### src/rtl/qed_dup_sequencer.sv
// -----------------------------------------------------------------------------
// qed_dup_sequencer
//
// Sequential QED duplication stage between instruction fetch and decode.
// In the ORIG phase, instructions pass straight through to a single output
// register. In QED mode, duplicable instructions (LW, SW, ALU-imm, ALU-reg)
// are also queued in a DEPTH-entry FIFO. In the DUP phase the FIFO drains as
// duplicates re-targeted to the shadow register half (x16-x31) and the shadow
// memory region. Original and duplicate counters drive qed_ready, which goes
// high when the two streams are balanced.
//
// Parameters
//   DEPTH      FIFO entries (power of 2, >= 2)
//   CNT_W      width of the orig/dup counters (2**CNT_W > DEPTH+1)
//
// Ports
//   clk        rising-edge clock
//   rst        synchronous active-high reset
//   qed_ena    enable duplication (0 = pure pass-through, flushes FIFO)
//   dup_req    single-cycle request to start draining early
//   in_valid   fetch instruction valid
//   in_ready   stage accepts an instruction this cycle
//   in_instr   RV32 instruction from fetch
//   out_valid  output register holds an instruction
//   out_ready  decode accepts the output
//   out_instr  original or duplicate instruction
//   out_is_dup out_instr is a duplicate
//   qed_ready  original count equals duplicate count
// -----------------------------------------------------------------------------
module qed_dup_sequencer #(
  parameter int unsigned DEPTH = 8,
  parameter int unsigned CNT_W = 8
) (
  input  logic        clk,
  input  logic        rst,
  input  logic        qed_ena,
  input  logic        dup_req,
  input  logic        in_valid,
  output logic        in_ready,
  input  logic [31:0] in_instr,
  output logic        out_valid,
  input  logic        out_ready,
  output logic [31:0] out_instr,
  output logic        out_is_dup,
  output logic        qed_ready
);

  localparam int unsigned PTR_W  = $clog2(DEPTH);
  localparam int unsigned FCNT_W = $clog2(DEPTH + 1);

  localparam logic [6:0] OP_LOAD   = 7'b0000011;
  localparam logic [6:0] OP_STORE  = 7'b0100011;
  localparam logic [6:0] OP_ALUIMM = 7'b0010011;
  localparam logic [6:0] OP_ALUREG = 7'b0110011;
  localparam logic [2:0] F3_WORD   = 3'b010;

  typedef enum logic {
    ST_ORIG = 1'b0,
    ST_DUP  = 1'b1
  } state_t;

  // ---------------------------------------------------------------------------
  // Instruction classification and duplicate construction
  // ---------------------------------------------------------------------------

  // x0 stays x0; every other register maps into the shadow half x16-x31.
  function automatic logic [4:0] remap(input logic [4:0] r);
    remap = (r == 5'd0) ? 5'd0 : {1'b1, r[3:0]};
  endfunction

  function automatic logic is_dupable(input logic [31:0] i);
    logic [6:0] op;
    logic [2:0] f3;
    op = i[6:0];
    f3 = i[14:12];
    is_dupable = ((op == OP_LOAD)  && (f3 == F3_WORD)) ||
                 ((op == OP_STORE) && (f3 == F3_WORD)) ||
                 (op == OP_ALUIMM) ||
                 (op == OP_ALUREG);
  endfunction

  // Memory duplicates use rs1 = x0 with bit 10 of the offset forced high, so
  // they address the shadow window instead of the original base register.
  function automatic logic [31:0] dup_form(input logic [31:0] i);
    logic [31:0] d;
    d = i;
    case (i[6:0])
      OP_LOAD:   d = {2'b01, i[29:20], 5'd0, i[14:12], remap(i[11:7]), i[6:0]};
      OP_STORE:  d = {2'b01, i[29:25], remap(i[24:20]), 5'd0, i[14:12],
                      i[11:7], i[6:0]};
      OP_ALUIMM: d = {i[31:20], remap(i[19:15]), i[14:12], remap(i[11:7]),
                      i[6:0]};
      OP_ALUREG: d = {i[31:25], remap(i[24:20]), remap(i[19:15]), i[14:12],
                      remap(i[11:7]), i[6:0]};
      default:   d = i;
    endcase
    dup_form = d;
  endfunction

  // ---------------------------------------------------------------------------
  // State
  // ---------------------------------------------------------------------------
  state_t             state;
  logic [31:0]        fifo_mem [DEPTH];
  logic [PTR_W-1:0]   wr_ptr;
  logic [PTR_W-1:0]   rd_ptr;
  logic [FCNT_W-1:0]  fifo_cnt;
  logic [CNT_W-1:0]   orig_cnt;
  logic [CNT_W-1:0]   dup_cnt;

  // ---------------------------------------------------------------------------
  // Handshake and control decode
  // ---------------------------------------------------------------------------
  logic              slot_free;
  logic              fifo_full;
  logic              fifo_empty;
  logic              accept;
  logic              push;
  logic              pop;
  logic              out_fire;
  logic [FCNT_W-1:0] cnt_after_push;
  logic              go_dup;

  always_comb begin
    slot_free      = !out_valid || out_ready;
    fifo_full      = (fifo_cnt == FCNT_W'(DEPTH));
    fifo_empty     = (fifo_cnt == '0);
    in_ready       = !rst && (state == ST_ORIG) && !fifo_full && slot_free;
    accept         = in_valid && in_ready;
    push           = accept && qed_ena && is_dupable(in_instr);
    pop            = (state == ST_DUP) && slot_free && !fifo_empty;
    out_fire       = out_valid && out_ready;
    cnt_after_push = fifo_cnt + FCNT_W'(push);
    // All switch conditions look at the occupancy including this cycle's push,
    // so the instruction being accepted is part of the drain that follows.
    go_dup         = (cnt_after_push == FCNT_W'(DEPTH)) ||
                     ((dup_req || !qed_ena) && (cnt_after_push != '0));
    qed_ready      = (orig_cnt == dup_cnt);
  end

  // ---------------------------------------------------------------------------
  // FIFO storage (holds ready-made duplicate forms; no reset needed)
  // ---------------------------------------------------------------------------
  always_ff @(posedge clk) begin
    if (push) begin
      fifo_mem[wr_ptr] <= dup_form(in_instr);
    end
  end

  // ---------------------------------------------------------------------------
  // FSM, pointers, counters and output register
  // ---------------------------------------------------------------------------
  always_ff @(posedge clk) begin
    if (rst) begin
      state      <= ST_ORIG;
      wr_ptr     <= '0;
      rd_ptr     <= '0;
      fifo_cnt   <= '0;
      orig_cnt   <= '0;
      dup_cnt    <= '0;
      out_valid  <= 1'b0;
      out_instr  <= '0;
      out_is_dup <= 1'b0;
    end else begin
      if (push) begin
        wr_ptr   <= wr_ptr + PTR_W'(1);
        orig_cnt <= orig_cnt + CNT_W'(1);
      end
      if (pop) begin
        rd_ptr <= rd_ptr + PTR_W'(1);
      end

      // Push happens only in ORIG and pop only in DUP, so they never coincide.
      if (push) begin
        fifo_cnt <= fifo_cnt + FCNT_W'(1);
      end else if (pop) begin
        fifo_cnt <= fifo_cnt - FCNT_W'(1);
      end

      if (out_fire && out_is_dup) begin
        dup_cnt <= dup_cnt + CNT_W'(1);
      end

      if (accept) begin
        out_valid  <= 1'b1;
        out_instr  <= in_instr;
        out_is_dup <= 1'b0;
      end else if (pop) begin
        out_valid  <= 1'b1;
        out_instr  <= fifo_mem[rd_ptr];
        out_is_dup <= 1'b1;
      end else if (out_ready) begin
        out_valid  <= 1'b0;
      end

      case (state)
        ST_ORIG: begin
          if (go_dup) begin
            state <= ST_DUP;
          end
        end
        ST_DUP: begin
          if (pop && (fifo_cnt == FCNT_W'(1))) begin
            state <= ST_ORIG;
          end
        end
        default: state <= ST_ORIG;
      endcase
    end
  end

  // ---------------------------------------------------------------------------
  // Structural invariants
  // ---------------------------------------------------------------------------
  a_no_push_pop: assert property (@(posedge clk) disable iff (rst)
    !(push && pop));

  a_cnt_bound: assert property (@(posedge clk) disable iff (rst)
    fifo_cnt <= FCNT_W'(DEPTH));

  a_no_push_in_dup: assert property (@(posedge clk) disable iff (rst)
    (state == ST_DUP) |-> !accept);

  a_dup_not_empty: assert property (@(posedge clk) disable iff (rst)
    (state == ST_DUP) |-> !fifo_empty);

  a_balance: assert property (@(posedge clk) disable iff (rst)
    (CNT_W'(orig_cnt - dup_cnt) <= CNT_W'(DEPTH + 1)));

  a_hold: assert property (@(posedge clk) disable iff (rst)
    (out_valid && !out_ready) |=>
      (out_valid && $stable(out_instr) && $stable(out_is_dup)));

endmodule

### config.mk
export PLATFORM = sky130hd
export DESIGN_NAME = qed_dup_sequencer
export DESIGN_NICKNAME = d
export VERILOG_FILES = /design/src/rtl/qed_dup_sequencer.sv
export SDC_FILE = /design/constraint.sdc
export NUM_CORES = 1
export LEC_CHECK = 0
export ABC_AREA = 0
export CORE_MARGIN = 2
export CORE_UTILIZATION = 30
export CTS_CLUSTER_DIAMETER = 200
export DETAILED_ROUTE_END_ITERATION = 12
export DONT_BUFFER_PORTS = 1
export HOLD_SLACK_MARGIN = 0.08
export SETUP_SLACK_MARGIN = 0.3
export SYNTH_ARGS = -nofsm -noshare
export SYNTH_HDL_FRONTEND = slang
export SYNTH_SLANG_ARGS = --single-unit
### constraint.sdc
create_clock -name clk -period 9.05 [get_ports clk]
set_input_delay 1.81 -clock clk [delete_from_list [all_inputs] [get_ports clk]]
set_output_delay 1.81 -clock clk [all_outputs]
set_load 0.02 [all_outputs]
-- Word level (Yosys, flattened, before mapping)
Memory sizes are Yosys's and may differ from the RTL's. A register that Yosys moved wholly into a read port is not among the register bits.
Index checks and enable logic that the tools add are counted.
- mux-type cells: 19
- reductions and logical operators: 34
- $add $sub $neg: 7
- equal/unequal tests: 9
- bitwise gates (word level): 1
- operators with widths (operator ; count):
    32-bit one-hot mux with 4 select lines ; 1
    32-bit two-way mux ; 3
    8-bit by 1-bit adder with 8-bit output, second input constant ; 2
    5-bit zero test ; 3
    5-bit two-way mux ; 3
    7-bit by 6-bit equality test with 1-bit output, second input constant ; 2
    1-bit logical AND ; 14
    4-bit equality test, second input constant ; 2
    8-bit equality test ; 1
    4-bit two-way mux ; 2
    7-bit by 2-bit equality test with 1-bit output, second input constant ; 1
    7-bit by 5-bit equality test with 1-bit output, second input constant ; 1
    1-bit two-way mux ; 7
    3-bit by 1-bit adder with 3-bit output, second input constant ; 2
    1-bit logical OR ; 6
    3-bit two-way mux ; 2
    1-bit zero test ; 5
    4-bit by 1-bit adder with 4-bit output ; 1
    4-bit by 1-bit adder with 4-bit output, second input constant ; 1
    4-bit by 1-bit equality test with 1-bit output, second input constant ; 1
    4-bit zero test ; 1
    2-bit nonzero test ; 2
    4-bit nonzero test ; 1
    4-bit by 1-bit subtractor with 4-bit output, second input constant ; 1
    5 further kinds ; 5
- RAM bits: 256
- memories: 1
- flip-flop bits (word level): 61
- input bits: 38
- output and inout bits: 36
- memory list (memory ; depth ; bits a word ; read ports ; clocked after Yosys merged registers in ; write ports ; RTL line ; RTL):
    fifo_mem ; 8 ; 32 ; 1 ; 1 ; 1 ; 104 ; logic [31:0] fifo_mem [DEPTH];

-- Logic depth before layout (Yosys ltp)
Gate-level depths: netlist (run 1).
- depth after elaboration: 13
- depth in mapped cells: 13
- gate-level depth less buffers: 13

-- Worst setup path after synthesis (run 1)
Ideal clock, no wire load.
- kind: input to register
- from: input rst
- to: memory fifo_mem[2][0], enable pin
- path slack: 1994 ps
- arrival time: 6543 ps
- stages: 5
- buffers on the path: 2
- setup time: 513 ps
- data required time: 8537 ps
- cells stage by stage: clkbuf_1 > nor4_2 > nand3_2 > buf_2 > nor4b_1
- longest elaborated chain between the ends: 9
- RTL lines (item ; RTL line ; RTL):
    start: declaration ; 35 ; input logic rst,
    1-bit zero test ; 128 ; in_ready = !rst && (state == ST_ORIG) && !fifo_full && slot_free;
    1-bit logical AND (3 in a row) ; 128 ;
    named net in_ready ; 39 ; output logic in_ready,
    1-bit logical AND ; 129 ; accept = in_valid && in_ready;
    1-bit logical AND (2 in a row) ; 130 ; push = accept && qed_ena && is_dupable(in_instr);
    1-bit two-way mux ; 145 ; if (push) begin
    1-bit two-way mux (implied by the code) ; 146 ; fifo_mem[wr_ptr] <= dup_form(in_instr);
    end: declaration ; 104 ;
The timed path passes the listed nets, and every way through them passes these cells.

-- Final worst setup path (run 1)
- from: input in_instr[2]
- to: memory fifo_mem[5][19], enable pin
- longest elaborated chain between the ends: 8
- elaborated cells between the ends (all ways): 12
- classes of those cells: eq/ne: 4; mux: 2; reduce/logical: 6
- RTL lines (item ; RTL line ; RTL):
    start: declaration ; 40 ; input logic [31:0] in_instr,
    7-bit by 2-bit equality test with 1-bit output or 7-bit by 6-bit equality test with 1-bit output (tied branches) ; 76, 77 ;
    1-bit logical AND, on equally long branches ; 76, 77 ;
    1-bit logical OR ; 76 ; is_dupable = ((op == OP_LOAD) && (f3 == F3_WORD)) ||
    1-bit logical OR ; 77 ; ((op == OP_STORE) && (f3 == F3_WORD)) ||
    1-bit logical OR (*) ; 78 ; (op == OP_ALUIMM) ||
    1-bit logical AND (*) ; 130 ;
    named net push ; 118 ; logic push;
    1-bit two-way mux (*) ; 145 ;
    1-bit two-way mux (implied by the code) (*) ; 146 ;
Mark *: on every way through the listed nets, which the timed path passes. The rest lies on a longest branch.

==> impl_metrics.json, run 1 <==
{
  "status": "complete, no violations",
  "drt_iter0_markers": 429,
  "ys.flop_type": "edfxtp_1",
  "max_freq_mhz": 213,
  "clock_latency_ns": 0.52,
  "vias_per_cell": 4.93,
  "dr.pass1.iters": 5,
  "grt_max_degree": 37,
  "fin_crit_ns": 4.71,
  "layout-drive-gt1-share_pct": 21.1,
  "drtAntennaViolNets": 0,
  "num-nets-final": 760,
  "synth_async_sr_flop_share_pct": 0,
  "yosys.area_share.simple_pct": 4.50,
  "routabilityCongestion": 0.688,
  "crit_arrival_ns": 4.85,
  "die_area_um2": 43100,
  "cts.path.max_buffers": 3,
  "drv_slew": 0,
  "rrSetupSlack_ns": 5.36,
  "timing.critical_path.to": "fifo_mem[5][19]",
  "comb_power_share_pct": 1.2,
  "p_int_mw": 2.39,
  "cts_resized": 0,
  "synth_top_cell_by_area": "edfxtp_1",
  "post-route-period-util_pct": 52.0,
  "cts_tree": "done",
  "power_density_nw_per_um2": 210,
  "antenna-diode-count": 0,
  "synth_cells": 697,
  "clkPwrFrac_pct": 44.7,
  "cap_violations": 0,
  "swShare_pct": 20.1,
  "tns_ns": 0,
  "grt_pass1_wl_mm": 41.4,
  "clk_pin_slew_worst_paths_ns": 0.06,
  "final_cell_mix": "256 x edfxtp_1, 64 x mux4_2, 61 x dfxtp_1, 35 x mux2i_1, 34 x clkbuf_16",
  "num_rows": 74,
  "cts_sinks": 320,
  "io_buffers": 0,
  "synth_fa_ha_area_share_pct": 1.11,
  "routedWlPerCell_um": 21.4,
  "syn_avg_cell_area_um2": 17.9,
  "seq_area_frac_synth_pct": 72.0,
  "worst_ep_required_time_ns": 9.20,
  "grt_usage_pct": 12.5,
  "timing.hold.ws_ns": 0.496,
  "cts-root-buf": "clkbuf_16",
  "netlist_area_um2": 12400,
  "startpoint_type": "input pin",
  "cp_max_fo": 26,
  "synth_top_family_by_area": "multiplexers",
  "rsz0062_at_grt": "false",
  "maxSlewHeadroom_pct": 32.8,
  "synth_compound_area_share_pct": 4.73,
  "post-cts-setup-buffer-count": 0,
  "layout_commonest_cell": "edfxtp_1",
  "wl_mm": 27.1,
  "die_x_um": 208,
  "synth_mux_area_share_pct": 14.4,
  "hpwl_mm": 16.3,
  "fin_worst_skew_ns": 0.0264,
  "vias": 6250,
  "holdCritPathClass": "reg2reg",
  "dieHeight_um": 208,
  "synth_edf_count": 256,
  "leakagePower_nw": 4.30,
  "synth_top_cell_area_share_pct": 61.7,
  "worstSetupEndpointType": "register",
  "drc_errors": 0,
  "r2r-end": "fifo_mem[5][19]",
  "worstMarginPinSlew_ns": 1.01,
  "netlist_top_cells_area": "edfxtp_1 62%, mux4_2 12%, dfxtp_1 10%",
  "ys_warn_count": 0,
  "synth_nets": 746,
  "r2r-start": "fifo_cnt[1]",
  "ff2ff_path_depth": 9,
  "p_switching_uw": 600,
  "numCtsBuffers": 34,
  "synth_seq_cells": 320,
  "final_area_um2": 14300,
  "pin_count": 74,
  "area_growth_pct": 14.5,
  "placeableCoreArea_um2": 40900,
  "yosys.area_share.xor_xnor_pct": 1.55,
  "dpl_worst_slack_ns": 3.82,
  "worst_slack_ns": 4.34,
  "max-vdd-ir-drop_uv": 103,
  "grt_pass1_vias": 6506,
  "worstSetupPathType": "in2reg",
  "place_inst": 1207,
  "setup_viol": 0,
  "p_total_mw": 2.99,
  "overflow": 0,
  "fin_cells": 1268,
  "ys_types": 45,
  "crit_start": "in_instr[2]",
  "antenna_found_initial": 0,
  "pwr-share-seq_pct": 54.2,
  "dpl_cell_area_um2": 13200,
  "hold_viol_final": 0,
  "cts-hold-fix-buffers": 0,
  "start_util_pct": 30.4,
  "cts_htree_levels": 2,
  "final_core_util_pct": 34.8
}
## power groups by stage
stage | registers [mW] | clock network (mW) | logic [mW]
floorplan | 1.65 | 0 | 0.0287
global placement | 1.65 | 0 | 0.0350
detailed placement | 1.65 | 0 | 0.0357
CTS | 1.62 | 1.37 | 0.0357
global route | 1.62 | 1.43 | 0.0396
finish | 1.62 | 1.34 | 0.0347
## how the worst min path moves through the flow
stage	end	slack [ns]	start	depth (start not counted)
after floorplan	orig_cnt[7]	0.46	orig_cnt[7]	2
after global placement	orig_cnt[7]	0.48	orig_cnt[7]	2
after detailed placement	orig_cnt[7]	0.50	orig_cnt[7]	2
after CTS	orig_cnt[7]	0.51	orig_cnt[7]	2
after global routing	orig_cnt[6]	0.54	orig_cnt[6]	2
final	orig_cnt[7]	0.50	orig_cnt[7]	2
## worst max-delay path, cell delays in order
cell     delay, ns
or3_4         0.41
nor3_1        0.46
nand3_2       0.44
inv_2         0.32
nand2_1       0.23
nor3b_2       0.63
buf_4         0.52
## layout make-up
class	instances	area (um^2)
Fill cell	3850	26700
Sequential cell	320	8970
Multi-Input combinational cell	324	3350
Clock buffer	48	933
Tap cell	532	666
Timing Repair Buffer	22	165
Clock inverter	13	131
Inverter	9	33.8
## synth_stat cells, types with 2 or more instances
| library cell | n |
|---|---|
| edfxtp_1 | 256 |
| dfxtp_1 | 64 |
| mux4_2 | 64 |
| mux2i_1 | 35 |
| o21ai_0 | 33 |
| a22oi_1 | 32 |
| clkbuf_1 | 32 |
| nor2_1 | 24 |
| nand2_1 | 16 |
| a21oi_1 | 13 |
| xnor2_1 | 13 |
| ha_1 | 11 |
| nor3_1 | 11 |
| nand4_1 | 9 |
| xor2_1 | 9 |
| buf_2 | 8 |
| inv_1 | 8 |
| nor2b_1 | 7 |
| or4_1 | 7 |
| nand3_1 | 5 |
| o31ai_1 | 5 |
| buf_1 | 4 |
| and3_1 | 3 |
| and3b_1 | 2 |
| nand2b_1 | 2 |
| nor3b_1 | 2 |
| nor4_1 | 2 |
| nor4b_1 | 2 |
| or3_1 | 2 |
## cell families after synthesis
family | Yosys count
flip-flops | 320
adder cells (fa/ha/maj) | 11
AO/OA/AOI/OAI | 91
multiplexers | 99
XOR/XNOR | 22
buffers and inverters | 53
AND/OR/NAND/NOR | 101
## metal layers
layer	track usage (%)	routed length (um)	vias up
met2	20.7	13100	129
li1	-	-	2821
met4	2.76	419	0
met5	0	0	-
met1	16.9	12200	3266
met3	2.80	1360	34
## state kept, by name, summed over array words and instances, names as in the netlist, named ones only
name / cells
rd_ptr: 3
out_instr: 32
out_is_dup: 1
wr_ptr: 3
out_valid: 1
fifo_mem: 256
fifo_cnt: 4
orig_cnt: 8
dup_cnt: 8
state: 1
(Power assumes the default switching activity.)
==> run 2: changes to the inputs <==
Clock period 9.05 ns to 4.5 ns, I/O delays scaled along.
==> run 2 against run 1 <==
  * Worst setup slack lost 3.5 ns
  * Cell area up 1.3%
  * Die area unchanged
  * Via count down 0.22%
  * Highest routed layer unchanged
==> impl_metrics.json, run 2 (synthesis results as in run 1) <==
{
  "status": "complete, no violations",
  "max_freq_mhz": 272,
  "worstSetupEndpointType": "register",
  "post-route-period-util_pct": 81.8,
  "drc_errors": 0,
  "clk_pin_slew_worst_paths_ns": 0.06,
  "layout_commonest_cell": "edfxtp_1",
  "power_density_nw_per_um2": 425,
  "clock_latency_ns": 0.52,
  "drtAntennaViolNets": 0,
  "grt_pass1_wl_mm": 40.6,
  "io_buffers": 0,
  "crit_arrival_ns": 3.83,
  "cap_violations": 0,
  "pin_count": 74,
  "dpl_cell_area_um2": 13300,
  "hold_viol_final": 0,
  "wl_met1_mm": 12.1,
  "cts-hold-fix-buffers": 0,
  "final_core_util_pct": 35.3,
  "startpoint_type": "register",
  "dr_wl_met2_mm": 12.2,
  "vias": 6236,
  "top_register": "fifo_mem",
  "cp_max_fo": 32,
  "setup_viol": 0,
  "antenna_found_initial": 0,
  "final_cell_mix": "256 x edfxtp_1, 64 x mux4_2, 61 x dfxtp_1, 35 x mux2i_1, 35 x clkbuf_16",
  "routabilityCongestion": 0.733,
  "grt_max_degree": 65,
  "worst_slack_ns": 0.817,
  "cts-root-buf": "clkbuf_16",
  "fin_crit_ns": 3.68,
  "largest_register_ff_count": 256,
  "drt_iter0_markers": 412,
  "max-vdd-ir-drop_uv": 235,
  "die_area_um2": 43100,
  "worst_ep_required_time_ns": 4.64,
  "grt_pass1_vias": 6379,
  "fin_worst_skew_ns": 0.0227,
  "placeableCoreArea_um2": 40900,
  "fillers": 3837,
  "worstMarginPinSlew_ns": 1.05,
  "overflow": 0,
  "antenna-diode-count": 0,
  "holdCritPathClass": "in2reg",
  "top_layer": "met4",
  "num-nets-final": 761,
  "hpwl_mm": 16.0,
  "worstSetupPathType": "reg2reg",
  "cts.path.max_buffers": 3,
  "dieHeight_um": 208,
  "cts_resized": 0,
  "grt_usage_pct": 12.4,
  "cts_sinks": 320,
  "dpl_worst_slack_ns": 0.682,
  "drv_slew": 0,
  "met3_wirelength_mm": 1.96,
  "numCtsBuffers": 34,
  "die_x_um": 208,
  "layout-drive-gt1-share_pct": 21.5,
  "vias_per_cell": 4.91,
  "area_growth_pct": 16.0,
  "maxSlewHeadroom_pct": 29.1,
  "final_area_um2": 14400,
  "routedWlPerCell_um": 21.1,
  "num_rows": 74,
  "post-cts-setup-buffer-count": 0,
  "rsz0062_at_grt": "false",
  "largestRegisters": "fifo_mem: 256 flops, out_instr: 32 flops",
  "cts_htree_levels": 2,
  "cts_tree": "done",
  "p_total_mw": 6.14,
  "dr.pass1.iters": 5,
  "wl_mm": 26.7,
  "leakagePower_nw": 4.35,
  "start_util_pct": 30.4
}
## run 2: path summary, 6_finish.rpt
path / from / end / slack [ns] / depth (start not counted)
worst max-delay path: fifo_cnt[0] / fifo_mem[5][18] / 0.82 / 10
worst min register to register: orig_cnt[7] / orig_cnt[7] / 0.50 / 2
worst min-delay path: rst / register / 0.46 / 1
worst max register to register: fifo_cnt[0] / fifo_mem[5][18] / 0.82 / 10
## run 2: worst max-delay path, stage by stage (launching register included)
cell and delay, ns:
dfxtp_1 0.37, inv_1 0.12, ha_1 0.25, and3b_1 0.22, nor4_2 0.80, nand3_2 0.10
buf_4 0.26, inv_2 0.19, nand2_1 0.27, nor3b_4 0.24, buf_4 0.47
## run 2: area by class of cell
class / count / area [um^2] / share of cell area (%)
Timing Repair Buffer: 23 / 235 / 1.63
Sequential cell: 320 / 8970 / 62.2
Inverter: 9 / 33.8 / 0.234
Clock buffer: 48 / 965 / 6.68
Clock inverter: 14 / 168 / 1.16
Tap cell: 532 / 666 / 4.61
Multi-Input combinational cell: 324 / 3390 / 23.5
## run 2: layer usage
layer | track usage, % | up-vias
met5 | 0 | -
met3 | 3.89 | 39
met2 | 19.1 | 161
met1 | 17.0 | 3220
met4 | 3.25 | 0
li1 | - | 2816
## run 2: report_power, final
group | total [mW] | switching, mW | leakage [nW] | internal (mW)
combinational | 0.0683 | 0.0430 | 0.970 | 0.0252
clock | 2.81 | 1.13 | 0.552 | 1.68
sequential | 3.26 | 0.0463 | 2.82 | 3.21
total | 6.14 | 1.22 | 4.35 | 4.92
## run 2: through the flow
step / cells / hold WS [ns] / TNS (ns)
final: 1270 / 0.463 / 0
after global routing: 1270 / 0.431 / 0
after CTS: 1270 / 0.431 / 0
after detailed placement: 1208 / 0.499 / 0
after global placement: 1208 / 0.489 / 0
after floorplan: 697 / 0.464 / -2.91
